<file path="config.mk">
export PLATFORM = sky130hd
export DESIGN_NAME = i2c_reg_seq_flat
export DESIGN_NICKNAME = d
export VERILOG_FILES = /design/src/rtl/i2c_seq_pkg.sv /design/src/rtl/i2c_reg_seq_if.sv /design/src/rtl/i2c_wbm_access.sv /design/src/rtl/i2c_reg_seq.sv /design/src/flat_wrapper.sv
export SDC_FILE = /design/constraint.sdc
export NUM_CORES = 1
export LEC_CHECK = 0
export BUFFER_PORTS_ARGS = -buffer_cell sky130_fd_sc_hd__buf_2
export CAP_MARGIN = 5
export CORE_MARGIN = 2
export CORE_UTILIZATION = 50
export CTS_CLUSTER_SIZE = 25
export DETAILED_ROUTE_END_ITERATION = 10
export PLACE_DENSITY = 0.77
export SLEW_MARGIN = 40
export SYNTH_ARGS = -nofsm -noshare
export SYNTH_HDL_FRONTEND = slang
export SYNTH_SLANG_ARGS = --single-unit
</file>
<file path="constraint.sdc">
create_clock -name wb_clk_i -period 2.5 [get_ports wb_clk_i]
set_input_delay 0.5 -clock wb_clk_i [delete_from_list [all_inputs] [get_ports wb_clk_i]]
set_output_delay 0.5 -clock wb_clk_i [all_outputs]
set_load 0.01 [all_outputs]
</file>
<file path="src/rtl/i2c_seq_pkg.sv">
// Shared constants and state encoding for the I2C register sequencer.
// Register map and command bytes follow the OpenCores i2c_master_top layout.
package i2c_seq_pkg;

  localparam logic [2:0] PRER_LO = 3'd0;
  localparam logic [2:0] PRER_HI = 3'd1;
  localparam logic [2:0] CTR     = 3'd2;
  localparam logic [2:0] TXR_RXR = 3'd3;
  localparam logic [2:0] CR_SR   = 3'd4;

  localparam logic [7:0] CTR_EN      = 8'h80;
  localparam logic [7:0] STA_WR      = 8'h90;
  localparam logic [7:0] WR          = 8'h10;
  localparam logic [7:0] STO_WR      = 8'h50;
  localparam logic [7:0] RD_NACK_STO = 8'h68;
  localparam logic [7:0] STO         = 8'h40;

  localparam int SR_TIP   = 1;
  localparam int SR_RXACK = 7;

  typedef enum logic [3:0] {
    INIT, IDLE, TXR, CMD, GAP, POLL, CHECK, RXR, ABORT, RESP
  } seq_state_t;

endpackage

</file>
<file path="src/rtl/i2c_reg_seq_if.sv">
// Request/response handshake between a register client and the I2C sequencer.
interface i2c_reg_seq_if;
  logic       req_valid_i;
  logic       req_ready_o;
  logic       req_rd_i;
  logic [6:0] req_dev_i;
  logic [7:0] req_reg_i;
  logic [7:0] req_wdat_i;
  logic       rsp_valid_o;
  logic [7:0] rsp_rdat_o;
  logic       rsp_nack_o;
  logic       rsp_tout_o;

  modport master (
    output req_valid_i, req_rd_i, req_dev_i, req_reg_i, req_wdat_i,
    input  req_ready_o, rsp_valid_o, rsp_rdat_o, rsp_nack_o, rsp_tout_o
  );

  modport slave (
    input  req_valid_i, req_rd_i, req_dev_i, req_reg_i, req_wdat_i,
    output req_ready_o, rsp_valid_o, rsp_rdat_o, rsp_nack_o, rsp_tout_o
  );
endinterface

</file>
<file path="src/rtl/i2c_wbm_access.sv">
// Single Wishbone access engine: one start pulse gives one bus cycle and a done pulse.
// cyc/stb are always low on the cycle done is reported, so back-to-back accesses get a gap.
module i2c_wbm_access (
  input  logic       wb_clk_i,
  input  logic       rst_i,
  input  logic       start,
  input  logic [2:0] adr,
  input  logic       we,
  input  logic [7:0] dat,
  output logic       done,
  output logic [7:0] rdat,
  output logic [2:0] wbm_adr_o,
  output logic [7:0] wbm_dat_o,
  input  logic [7:0] wbm_dat_i,
  output logic       wbm_we_o,
  output logic       wbm_stb_o,
  output logic       wbm_cyc_o,
  input  logic       wbm_ack_i
);

  always_ff @(posedge wb_clk_i or negedge rst_i) begin
    if (!rst_i) begin
      done      <= 1'b0;
      rdat      <= '0;
      wbm_adr_o <= '0;
      wbm_dat_o <= '0;
      wbm_we_o  <= 1'b0;
      wbm_stb_o <= 1'b0;
      wbm_cyc_o <= 1'b0;
    end else begin
      done <= 1'b0;
      if (wbm_cyc_o) begin
        if (wbm_ack_i) begin
          wbm_cyc_o <= 1'b0;
          wbm_stb_o <= 1'b0;
          wbm_we_o  <= 1'b0;
          rdat      <= wbm_dat_i;
          done      <= 1'b1;
        end
      end else if (start) begin
        wbm_cyc_o <= 1'b1;
        wbm_stb_o <= 1'b1;
        wbm_adr_o <= adr;
        wbm_we_o  <= we;
        wbm_dat_o <= dat;
      end
    end
  end

endmodule

</file>
<file path="src/rtl/i2c_reg_seq.sv">
// Register-level I2C sequencer: turns single register read/write requests into
// the TXR/CR/SR access sequence of an i2c_master_top core.
module i2c_reg_seq
  import i2c_seq_pkg::*;
#(
  parameter logic [15:0] PRESCALE = 16'd99,
  parameter int          POLL_MAX = 4095
) (
  input  logic         wb_clk_i,
  input  logic         rst_i,
  i2c_reg_seq_if.slave req,
  output logic [2:0]   wbm_adr_o,
  output logic [7:0]   wbm_dat_o,
  input  logic [7:0]   wbm_dat_i,
  output logic         wbm_we_o,
  output logic         wbm_stb_o,
  output logic         wbm_cyc_o,
  input  logic         wbm_ack_i
);

  localparam logic [11:0] POLL_LAST = 12'(POLL_MAX);

  seq_state_t  state;
  logic [1:0]  step;
  logic [11:0] poll_cnt;
  logic        gap_cnt, acc_wait, acc_start, acc_done, aborting, rxack_q;
  logic [7:0]  acc_rdat;
  logic        cap_rd;
  logic [6:0]  cap_dev;
  logic [7:0]  cap_reg, cap_wdat;
  logic        ready_q, rsp_valid_q, rsp_nack_q, rsp_tout_q;
  logic [7:0]  rsp_rdat_q;
  logic [2:0]  acc_adr;
  logic        acc_we, acc_state;
  logic [7:0]  acc_dat, tx_byte, cmd_byte;

  assign req.req_ready_o = ready_q;
  assign req.rsp_valid_o = rsp_valid_q;
  assign req.rsp_rdat_o  = rsp_rdat_q;
  assign req.rsp_nack_o  = rsp_nack_q;
  assign req.rsp_tout_o  = rsp_tout_q;

  // Address/data of the access owned by the current state; step 2 is the
  // repeated-start address for reads and the data byte for writes.
  always_comb begin
    tx_byte   = '0;
    cmd_byte  = STA_WR;
    acc_adr   = CR_SR;
    acc_we    = 1'b0;
    acc_dat   = '0;
    acc_state = 1'b0;
    case (step)
      2'd0: begin tx_byte = {cap_dev, 1'b0}; cmd_byte = STA_WR; end
      2'd1: begin tx_byte = cap_reg;         cmd_byte = WR;     end
      2'd2: begin
        tx_byte  = cap_rd ? {cap_dev, 1'b1} : cap_wdat;
        cmd_byte = cap_rd ? STA_WR : STO_WR;
      end
      default: begin tx_byte = '0; cmd_byte = RD_NACK_STO; end
    endcase
    case (state)
      INIT: begin
        acc_state = 1'b1;
        acc_we    = 1'b1;
        acc_adr   = {1'b0, step};
        case (step)
          2'd0:    acc_dat = PRESCALE[7:0];
          2'd1:    acc_dat = PRESCALE[15:8];
          default: acc_dat = CTR_EN;
        endcase
      end
      TXR:     begin acc_state = 1'b1; acc_we = 1'b1; acc_adr = TXR_RXR; acc_dat = tx_byte;  end
      CMD:     begin acc_state = 1'b1; acc_we = 1'b1; acc_adr = CR_SR;   acc_dat = cmd_byte; end
      ABORT:   begin acc_state = 1'b1; acc_we = 1'b1; acc_adr = CR_SR;   acc_dat = STO;      end
      POLL:    begin acc_state = 1'b1; acc_adr = CR_SR;   end
      RXR:     begin acc_state = 1'b1; acc_adr = TXR_RXR; end
      default: acc_state = 1'b0;
    endcase
  end

  i2c_wbm_access u_access (
    .wb_clk_i  (wb_clk_i),
    .rst_i     (rst_i),
    .start     (acc_start),
    .adr       (acc_adr),
    .we        (acc_we),
    .dat       (acc_dat),
    .done      (acc_done),
    .rdat      (acc_rdat),
    .wbm_adr_o (wbm_adr_o),
    .wbm_dat_o (wbm_dat_o),
    .wbm_dat_i (wbm_dat_i),
    .wbm_we_o  (wbm_we_o),
    .wbm_stb_o (wbm_stb_o),
    .wbm_cyc_o (wbm_cyc_o),
    .wbm_ack_i (wbm_ack_i)
  );

  // Every bus-owning state fires one access on entry and advances on its done pulse.
  always_ff @(posedge wb_clk_i or negedge rst_i) begin
    if (!rst_i) begin
      state       <= INIT;
      step        <= '0;
      poll_cnt    <= '0;
      gap_cnt     <= 1'b0;
      acc_wait    <= 1'b0;
      acc_start   <= 1'b0;
      aborting    <= 1'b0;
      rxack_q     <= 1'b0;
      cap_rd      <= 1'b0;
      cap_dev     <= '0;
      cap_reg     <= '0;
      cap_wdat    <= '0;
      ready_q     <= 1'b0;
      rsp_valid_q <= 1'b0;
      rsp_nack_q  <= 1'b0;
      rsp_tout_q  <= 1'b0;
      rsp_rdat_q  <= '0;
    end else begin
      acc_start   <= 1'b0;
      rsp_valid_q <= 1'b0;
      if (acc_state && !acc_wait) begin
        acc_start <= 1'b1;
        acc_wait  <= 1'b1;
      end
      if (acc_done) acc_wait <= 1'b0;

      case (state)
        INIT: if (acc_done) begin
          if (step == 2'd2) begin
            step    <= '0;
            ready_q <= 1'b1;
            state   <= IDLE;
          end else begin
            step <= step + 2'd1;
          end
        end
        IDLE: if (req.req_valid_i && ready_q) begin
          cap_rd   <= req.req_rd_i;
          cap_dev  <= req.req_dev_i;
          cap_reg  <= req.req_reg_i;
          cap_wdat <= req.req_wdat_i;
          ready_q  <= 1'b0;
          step     <= '0;
          aborting <= 1'b0;
          state    <= TXR;
        end
        TXR: if (acc_done) state <= CMD;
        CMD, ABORT: begin
          poll_cnt <= '0;
          if (acc_done) begin
            gap_cnt <= 1'b0;
            if (state == ABORT) aborting <= 1'b1;
            state <= GAP;
          end
        end
        GAP: begin
          gap_cnt <= 1'b1;
          if (gap_cnt) state <= POLL;
        end
        POLL: if (acc_done) begin
          if (!acc_rdat[SR_TIP]) begin
            rxack_q <= acc_rdat[SR_RXACK];
            state   <= CHECK;
          end else if (poll_cnt == POLL_LAST) begin
            rsp_valid_q <= 1'b1;
            rsp_rdat_q  <= '0;
            rsp_nack_q  <= 1'b0;
            rsp_tout_q  <= 1'b1;
            state       <= RESP;
          end else begin
            poll_cnt <= poll_cnt + 12'd1;
          end
        end
        // The final read byte always ends in a master NACK, so its RxACK is ignored.
        CHECK: begin
          if (aborting || (rxack_q && step != 2'd3)) begin
            if (aborting) begin
              rsp_valid_q <= 1'b1;
              rsp_rdat_q  <= '0;
              rsp_nack_q  <= 1'b1;
              rsp_tout_q  <= 1'b0;
              state       <= RESP;
            end else begin
              state <= ABORT;
            end
          end else if (step == 2'd3) begin
            state <= RXR;
          end else if (!cap_rd && step == 2'd2) begin
            rsp_valid_q <= 1'b1;
            rsp_rdat_q  <= '0;
            rsp_nack_q  <= 1'b0;
            rsp_tout_q  <= 1'b0;
            state       <= RESP;
          end else begin
            step  <= step + 2'd1;
            state <= (cap_rd && step == 2'd2) ? CMD : TXR;
          end
        end
        RXR: if (acc_done) begin
          rsp_valid_q <= 1'b1;
          rsp_rdat_q  <= acc_rdat;
          rsp_nack_q  <= 1'b0;
          rsp_tout_q  <= 1'b0;
          state       <= RESP;
        end
        RESP: begin
          ready_q <= 1'b1;
          state   <= IDLE;
        end
        default: state <= INIT;
      endcase
    end
  end

endmodule

</file>
<file path="src/flat_wrapper.sv">
// flat-port wrapper written by rule: the top's interface ports become plain ports
module i2c_reg_seq_flat import i2c_seq_pkg::*;
#(
  parameter logic [15:0] PRESCALE = 16'd99,
  parameter int          POLL_MAX = 4095
)
  (wb_clk_i, rst_i, wbm_adr_o, wbm_dat_o, wbm_dat_i, wbm_we_o, wbm_stb_o, wbm_cyc_o, wbm_ack_i, req_req_valid_i, req_req_rd_i, req_req_dev_i, req_req_reg_i, req_req_wdat_i, req_req_ready_o, req_rsp_valid_o, req_rsp_rdat_o, req_rsp_nack_o, req_rsp_tout_o);
  i2c_reg_seq_if req_i ();
  input  logic wb_clk_i;
  input  logic rst_i;
  output logic [2:0] wbm_adr_o;
  output logic [7:0] wbm_dat_o;
  input  logic [7:0] wbm_dat_i;
  output logic wbm_we_o;
  output logic wbm_stb_o;
  output logic wbm_cyc_o;
  input  logic wbm_ack_i;
  input wire logic [$bits(req_i.req_valid_i)-1:0] req_req_valid_i;
  input wire logic [$bits(req_i.req_rd_i)-1:0] req_req_rd_i;
  input wire logic [$bits(req_i.req_dev_i)-1:0] req_req_dev_i;
  input wire logic [$bits(req_i.req_reg_i)-1:0] req_req_reg_i;
  input wire logic [$bits(req_i.req_wdat_i)-1:0] req_req_wdat_i;
  output wire logic [$bits(req_i.req_ready_o)-1:0] req_req_ready_o;
  output wire logic [$bits(req_i.rsp_valid_o)-1:0] req_rsp_valid_o;
  output wire logic [$bits(req_i.rsp_rdat_o)-1:0] req_rsp_rdat_o;
  output wire logic [$bits(req_i.rsp_nack_o)-1:0] req_rsp_nack_o;
  output wire logic [$bits(req_i.rsp_tout_o)-1:0] req_rsp_tout_o;
  assign req_i.req_valid_i = req_req_valid_i;
  assign req_i.req_rd_i = req_req_rd_i;
  assign req_i.req_dev_i = req_req_dev_i;
  assign req_i.req_reg_i = req_req_reg_i;
  assign req_i.req_wdat_i = req_req_wdat_i;
  assign req_req_ready_o = req_i.req_ready_o;
  assign req_rsp_valid_o = req_i.rsp_valid_o;
  assign req_rsp_rdat_o = req_i.rsp_rdat_o;
  assign req_rsp_nack_o = req_i.rsp_nack_o;
  assign req_rsp_tout_o = req_i.rsp_tout_o;
  i2c_reg_seq #(.PRESCALE(PRESCALE), .POLL_MAX(POLL_MAX)) u_core (.wb_clk_i(wb_clk_i), .rst_i(rst_i), .req(req_i), .wbm_adr_o(wbm_adr_o), .wbm_dat_o(wbm_dat_o), .wbm_dat_i(wbm_dat_i), .wbm_we_o(wbm_we_o), .wbm_stb_o(wbm_stb_o), .wbm_cyc_o(wbm_cyc_o), .wbm_ack_i(wbm_ack_i));
endmodule
</file>
* Yosys cells after proc, flatten, opt, wreduce, memory -nomap -nowiden
Cells that the tools add are included.
** Word-level totals
- Bits in registers :: 82
- Word-level logic and storage cells :: 186
- Input bits :: 36
** Operators by class
- Add/sub/neg operators :: 2
- Mux-type cells :: 90
- Reductions and logical operators :: 34
- Bitwise logic cells :: 2
- Equality and inequality tests :: 34
** Operators by type and width (number)
- 8-bit 2-to-1 mux :: 10
- 8-bit one-hot mux with 3 select lines :: 3
- 4-bit 2-to-1 mux :: 13
- 1-bit 2-to-1 mux :: 43
- 12-bit 2-to-1 mux :: 3
- 4-bit one-hot mux with 9 select lines :: 1
- 8-bit one-hot mux with 4 select lines :: 1
- 2-bit inequality test (second input constant) :: 12
- 12-bit one-hot mux with 2 select lines :: 1
- 4-bit by 3-bit equality test with 1-bit output (second input constant) :: 4
- 8-bit one-hot mux with 2 select lines :: 1
- 12-bit by 1-bit adder with 12-bit output (second input constant) :: 1
- 12-bit equality test (second input constant) :: 1
- 2-bit 2-to-1 mux :: 6
- 1-bit one-hot mux with 3 select lines :: 4
- 4-bit AND reduction :: 3
- 2-bit by 1-bit inequality test with 1-bit output (second input constant) :: 5
- 2-bit AND reduction :: 5
- 2-bit nonzero test :: 5
- 3-bit by 2-bit inequality test with 1-bit output (second input constant) :: 3
- 9-bit AND reduction :: 1
- 3-bit nonzero test :: 3
- 4-bit by 2-bit equality test with 1-bit output (second input constant) :: 2
- 4-bit equality test (second input constant) :: 2
- 20 further kinds :: 29

* Depth between registers and ports, before layout
- Depth after elaboration :: 7
- Depth in mapped cells :: 9

* Cells and area by module
A second synthesis with hierarchy kept.
** Unflattened totals
- Cell total of the unflattened synthesis :: 393
- Area, all modules :: 4182.8 um^2
** Modules (own cells, without submodules)
- i2c_reg_seq :: cells an instance 340, times used 1, area each 3281.9 um^2, sequential area each 1476.4 um^2
- i2c_wbm_access :: cells an instance 53, times used 1, area each 900.9 um^2, sequential area each 575.6 um^2

* Least setup slack after synthesis
No wires, ideal clock.
- Path type :: register to register
- Start point :: register u_core.step[0]
- End point :: register u_core.rsp_tout_q (netlist: u_core.req.rsp_tout_o)
- Setup time :: 0.125 ns
- Cell stages (with the launch flop) :: 9
- Path buffers :: 2
- Arrival :: 1.953 ns
- Slack :: 0.421 ns
- Required time :: 2.375 ns
- Path through :: dfrtp_1 > inv_1 > ha_1 > clkbuf_1 > nor2b_1 > a21oi_1 > o21ai_1 > buf_6 > mux2_4
** On the way
- Word-level cells in the longest chain between the ends :: 5
- Elaborated cells between the ends (all ways) :: 12
** Ends and longest elaborated chain
- from (decl) :: line i2c_reg_seq.sv:24 : logic [1:0] step;
- from (signal assigned) :: line i2c_reg_seq.sv:135 : step <= step + 2'd1;
- from (signal assigned) :: line i2c_reg_seq.sv:196 : step <= step + 2'd1;
- 2-bit inequality test :: line i2c_reg_seq.sv:177 : if (aborting || (rxack_q && step != 2'd3)) begin
- 1-bit logical AND :: line i2c_reg_seq.sv:177
- 1-bit logical OR :: line i2c_reg_seq.sv:177
- 3-bit by 2-bit inequality test with 1-bit output (no source line) (tied with other cells)
- 8-bit AND reduction (no source line) or 1-bit one-hot mux with 3 select lines (tied branches)
- to (signal assigned) :: line i2c_reg_seq.sv:169 : rsp_tout_q <= 1'b1;
- to (signal assigned) :: line i2c_reg_seq.sv:182 : rsp_tout_q <= 1'b0;
- to (signal assigned) :: line i2c_reg_seq.sv:193 : rsp_tout_q <= 1'b0;
- to (decl) :: line i2c_reg_seq.sv:31 : logic ready_q, rsp_valid_q, rsp_nack_q, rsp_tout_q;
Several ways; a longest one is shown, not always the timed one.
A chain may end at the register's enable or synchronous reset.

* Final worst setup path
- Start point :: register u_core.step[0]
- End point :: register u_core.rsp_rdat_q[7] (netlist: u_core.req.rsp_rdat_o[7])
** On the way
- Word-level cells in the longest chain between the ends :: 5
- Elaborated cells between the ends (all ways) :: 12
** Ends and longest elaborated chain
- 2-bit inequality test :: line i2c_reg_seq.sv:177
- 1-bit logical AND :: line i2c_reg_seq.sv:177
- 1-bit logical OR :: line i2c_reg_seq.sv:177
- 3-bit by 2-bit inequality test with 1-bit output (no source line) (tied with other cells)
- 8-bit AND reduction (no source line) or 8-bit one-hot mux with 3 select lines (tied branches)
- to (signal assigned) :: line i2c_reg_seq.sv:202 : rsp_rdat_q <= acc_rdat;
- to (decl) :: line i2c_reg_seq.sv:32 : logic [7:0] rsp_rdat_q;
Several ways; a longest one is shown, not always the timed one.

==> results by group <==
Power
  – Pwr/cell area: 1130 nW/µm²
  – Share of power burned in registers: 0.397
  – Static leakage: 2.19 nW
  – Gate power share: 0.417
  – Pint: 3.34 mW
  – Peak VDD IR: 616 µV
  – Sw Ratio: 0.390
  – Clock Power Share: 0.186
  – Final Power: 5.47 mW
  – Net Sw Power: 2.13 mW

Synthesis
  – Synth warn: 0
  – #FFs+latches synth: 82
  – Mapped Cells: 398
  – Syn Std Cell Area: 4160 µm²
  – Main synth FF type: dfrtp_1
  – Synth Net Count: 442
  – Syn_area_per_cell: between 10 and 15 µm²
  – Yosys cell types: 56
  – Sequential-to-total area share from yosys stat: 0.494
  – Post-synth EDFFs: 0
  – Ys async rst share: 1.00

Clock network
  – Post-CTS Resized: 0
  – CTS Buf Count: 9
  – Worst-case clock buffer depth: 2
  – Clk_lat worst skew: around 0.36 ns
  – CTS hold repair buffers: 0
  – Post-CTS Setup Inserts: 0
  – TritonCTS clock tree: done
  – Root buffer cell: clkbuf_8
  – Clock-pin slew on the worst setup and hold paths: 0.09 ns
  – Clk sinks: 82
  – H-Tree Depth: 3

Cells and area
  – Most frequent cells in the layout: 82 x dfrtp_1, 60 x buf_2, 42 x mux2_2
  – Multi-input gate area: between 1500 and 2000 µm²
  – Commonest non-fill, non-tap cell in the layout: dfrtp_1
  – Sequential cell area: 2050 µm²
  – Nets: 509
  – N_diodes: 0
  – Max reg flops: 12
  – Most flop-heavy register: u_core.poll_cnt
  – Fillers: 667
  – Share of layout cells above drive strength 1: 0.313
  – Layout area overhead: 16.5%
  – Fin util: 0.595
  – Post-Layout Cell Count: 575

Placement
  – Placed cell count: between 500 and 600
  – Dpl hpwl: 6.63 mm
  – GP Congestion: roughly 0.86
  – Buffers on Ports: 61

Drt
  – Vias per cell: 5.75
  – Drc violations: 0
  – DR vias: 3308
  – Post-route antenna net violation count: 0
  – Initial drt markers: 349
  – Detailed Route WL: 9.28 mm
  – DR pass1 iterations: 5
  – Wire per inst: 16.1 µm

Global route
  – GRT Residual Overflow: 0
  – Vias in the first global route: about 3200
  – Global-route wire length before repair: 15.4 mm
  – GRT Total Usage: 0.218
  – Largest net degree at the start of global routing: 49
  – Initial antenna violation count: 0

Worst hold path
  – Worst hold path type: primary input to asynchronous set/reset pin

STA
  – Slew headroom: 0.631
  – Max Clk Rate: 450 MHz
  – Hold_ws: 0.0805 ns
  – Worst slew pin tran: 0.554 ns
  – Final setup vio count: 0
  – Crit share post-route: 0.889
  – Clock Skew: 0.0111 ns
  – Final Slew Violations: 0
  – RSZ-0062 raised after global routing: false
  – Tmin final: 2.22 ns
  – Final hold viol count: 0
  – Post-Route Setup TNS: 0 ns

Floorplan
  – Core box area: 8130 µm²
  – Die width: ~95 µm
  – Die height: 95.2 µm
  – I/O pin count: 62
  – FP Rows: 33
  – Starting density of the core: 0.511
  – Die area: a little over 9000 µm²

Worst setup path
  – Critical path endpoint category: register
  – R2r setup slk: about 0.28 ns
  – Crit path max fanout: 9
  – Req. time, crit path: 2.79 ns
  – Worst reg2reg path depth: 7
  – Kind of critical path: register to register
  – Startpoint types: register
  – R2R Path End: u_core.req.rsp_rdat_o[7]
  – CP Data Arrival Time: 2.51 ns
  – Critical R2R Launch: u_core.step[0]

Run
  – Maxcap violations: 0

Run status
  – Status: complete, no violations
-- worst max path at each step --
stage	start	end	cells after the start
after floorplan	u_core.step[0]	u_core.req.rsp_tout_o	8
after global placement	u_core.step[0]	u_core.req.rsp_rdat_o[4]	7
after detailed placement	u_core.step[0]	u_core.req.rsp_rdat_o[7]	7
after CTS	u_core.step[0]	u_core.req.rsp_rdat_o[7]	7
after global routing	u_core.step[0]	u_core.state[0]	7
final	u_core.step[0]	u_core.req.rsp_rdat_o[7]	7
-- power groups by stage --
stage | logic, mW | clock network [mW] | registers (mW)
floorplan | 1.62 | 0 | 2.09
global placement | 2.19 | 0 | 2.16
CTS | 2.28 | 1.03 | 2.16
detailed placement | 2.25 | 0 | 2.19
finish | 2.28 | 1.02 | 2.17
global route | 2.54 | 1.09 | 2.23
-- metal layers --
metal | part of all wire | up-vias | GRT usage
met1 | 0.45 | 1604 | 0.289
met4 | 0.019 | 0 | 0.0833
li1 | - | 1555 | -
met5 | 0 | - | 0
met2 | 0.48 | 132 | 0.346
met3 | 0.058 | 17 | 0.0522
-- final cells by class --
cell class | instances | share of cell area
Clock buffer | 10 | 0.0284
Tap cell | 105 | 0.0271
Inverter | 20 | 0.0155
Timing Repair Buffer | 80 | 0.0956
Clock inverter | 6 | 0.0152
Sequential cell | 82 | 0.424
Multi-Input combinational cell | 272 | 0.394
-- kinds of logic (layout without fill, tap and decap cells) --
| group | Yosys count | in the layout | synth area share |
|---|---|---|---|
| multiplexers | 52 | 52 | 0.139 |
| AND/OR/NAND/NOR | 130 | 130 | 0.150 |
| AO/OA/AOI/OAI | 73 | 73 | 0.128 |
| adder cells (fa/ha/maj) | 8 | 8 | 0.0241 |
| flip-flops | 82 | 82 | 0.494 |
| buffers and inverters | 44 | 116 | 0.0467 |
| XOR/XNOR | 9 | 9 | 0.0190 |
-- Yosys cell counts, types with 2 or more instances --
cell type	instances	area, µm²
o21a_1	3	22.5
buf_6	2	22.5
a22o_1	3	26.3
a222oi_1	5	50.1
o311ai_0	2	17.5
buf_2	4	20.0
xnor2_1	9	78.8
ha_1	8	100
o21ai_0	15	75.1
nand2_1	37	139
a32oi_1	2	17.5
mux2i_1	9	90.1
mux2_2	42	473
a31oi_1	8	50.1
nor4_1	6	37.5
and3_1	2	12.5
nor2_1	34	128
o22ai_1	2	12.5
buf_1	2	7.51
nand3_1	14	70.1
or2_2	2	12.5
or3_1	2	12.5
buf_4	2	15.0
nand3b_1	2	15.0
clkbuf_1	13	48.8
nor3_1	13	65.1
nand4_1	2	12.5
nand2b_1	5	31.3
dfrtp_1	82	2050
nor2b_1	4	25.0
a21oi_1	17	85.1
o31ai_1	2	15.0
inv_1	20	75.1
-- stage by stage --
stage	worst slack (ns)	area, µm²
CTS	0.290	4840
global placement	0.432	4630
floorplan	0.421	4160
global route	0.0599	4840
finish	0.277	4840
detailed placement	0.309	4630
-- worst max-delay path: stages, from the launching register on --
cell,delay [ns]
dfrtp_1,0.45
inv_1,0.19
ha_1,0.32
nor2b_1,0.34
a21oi_1,0.12
o21ai_1,0.27
buf_4,0.26
mux2i_1,0.21
(Power assumes the default switching activity.)
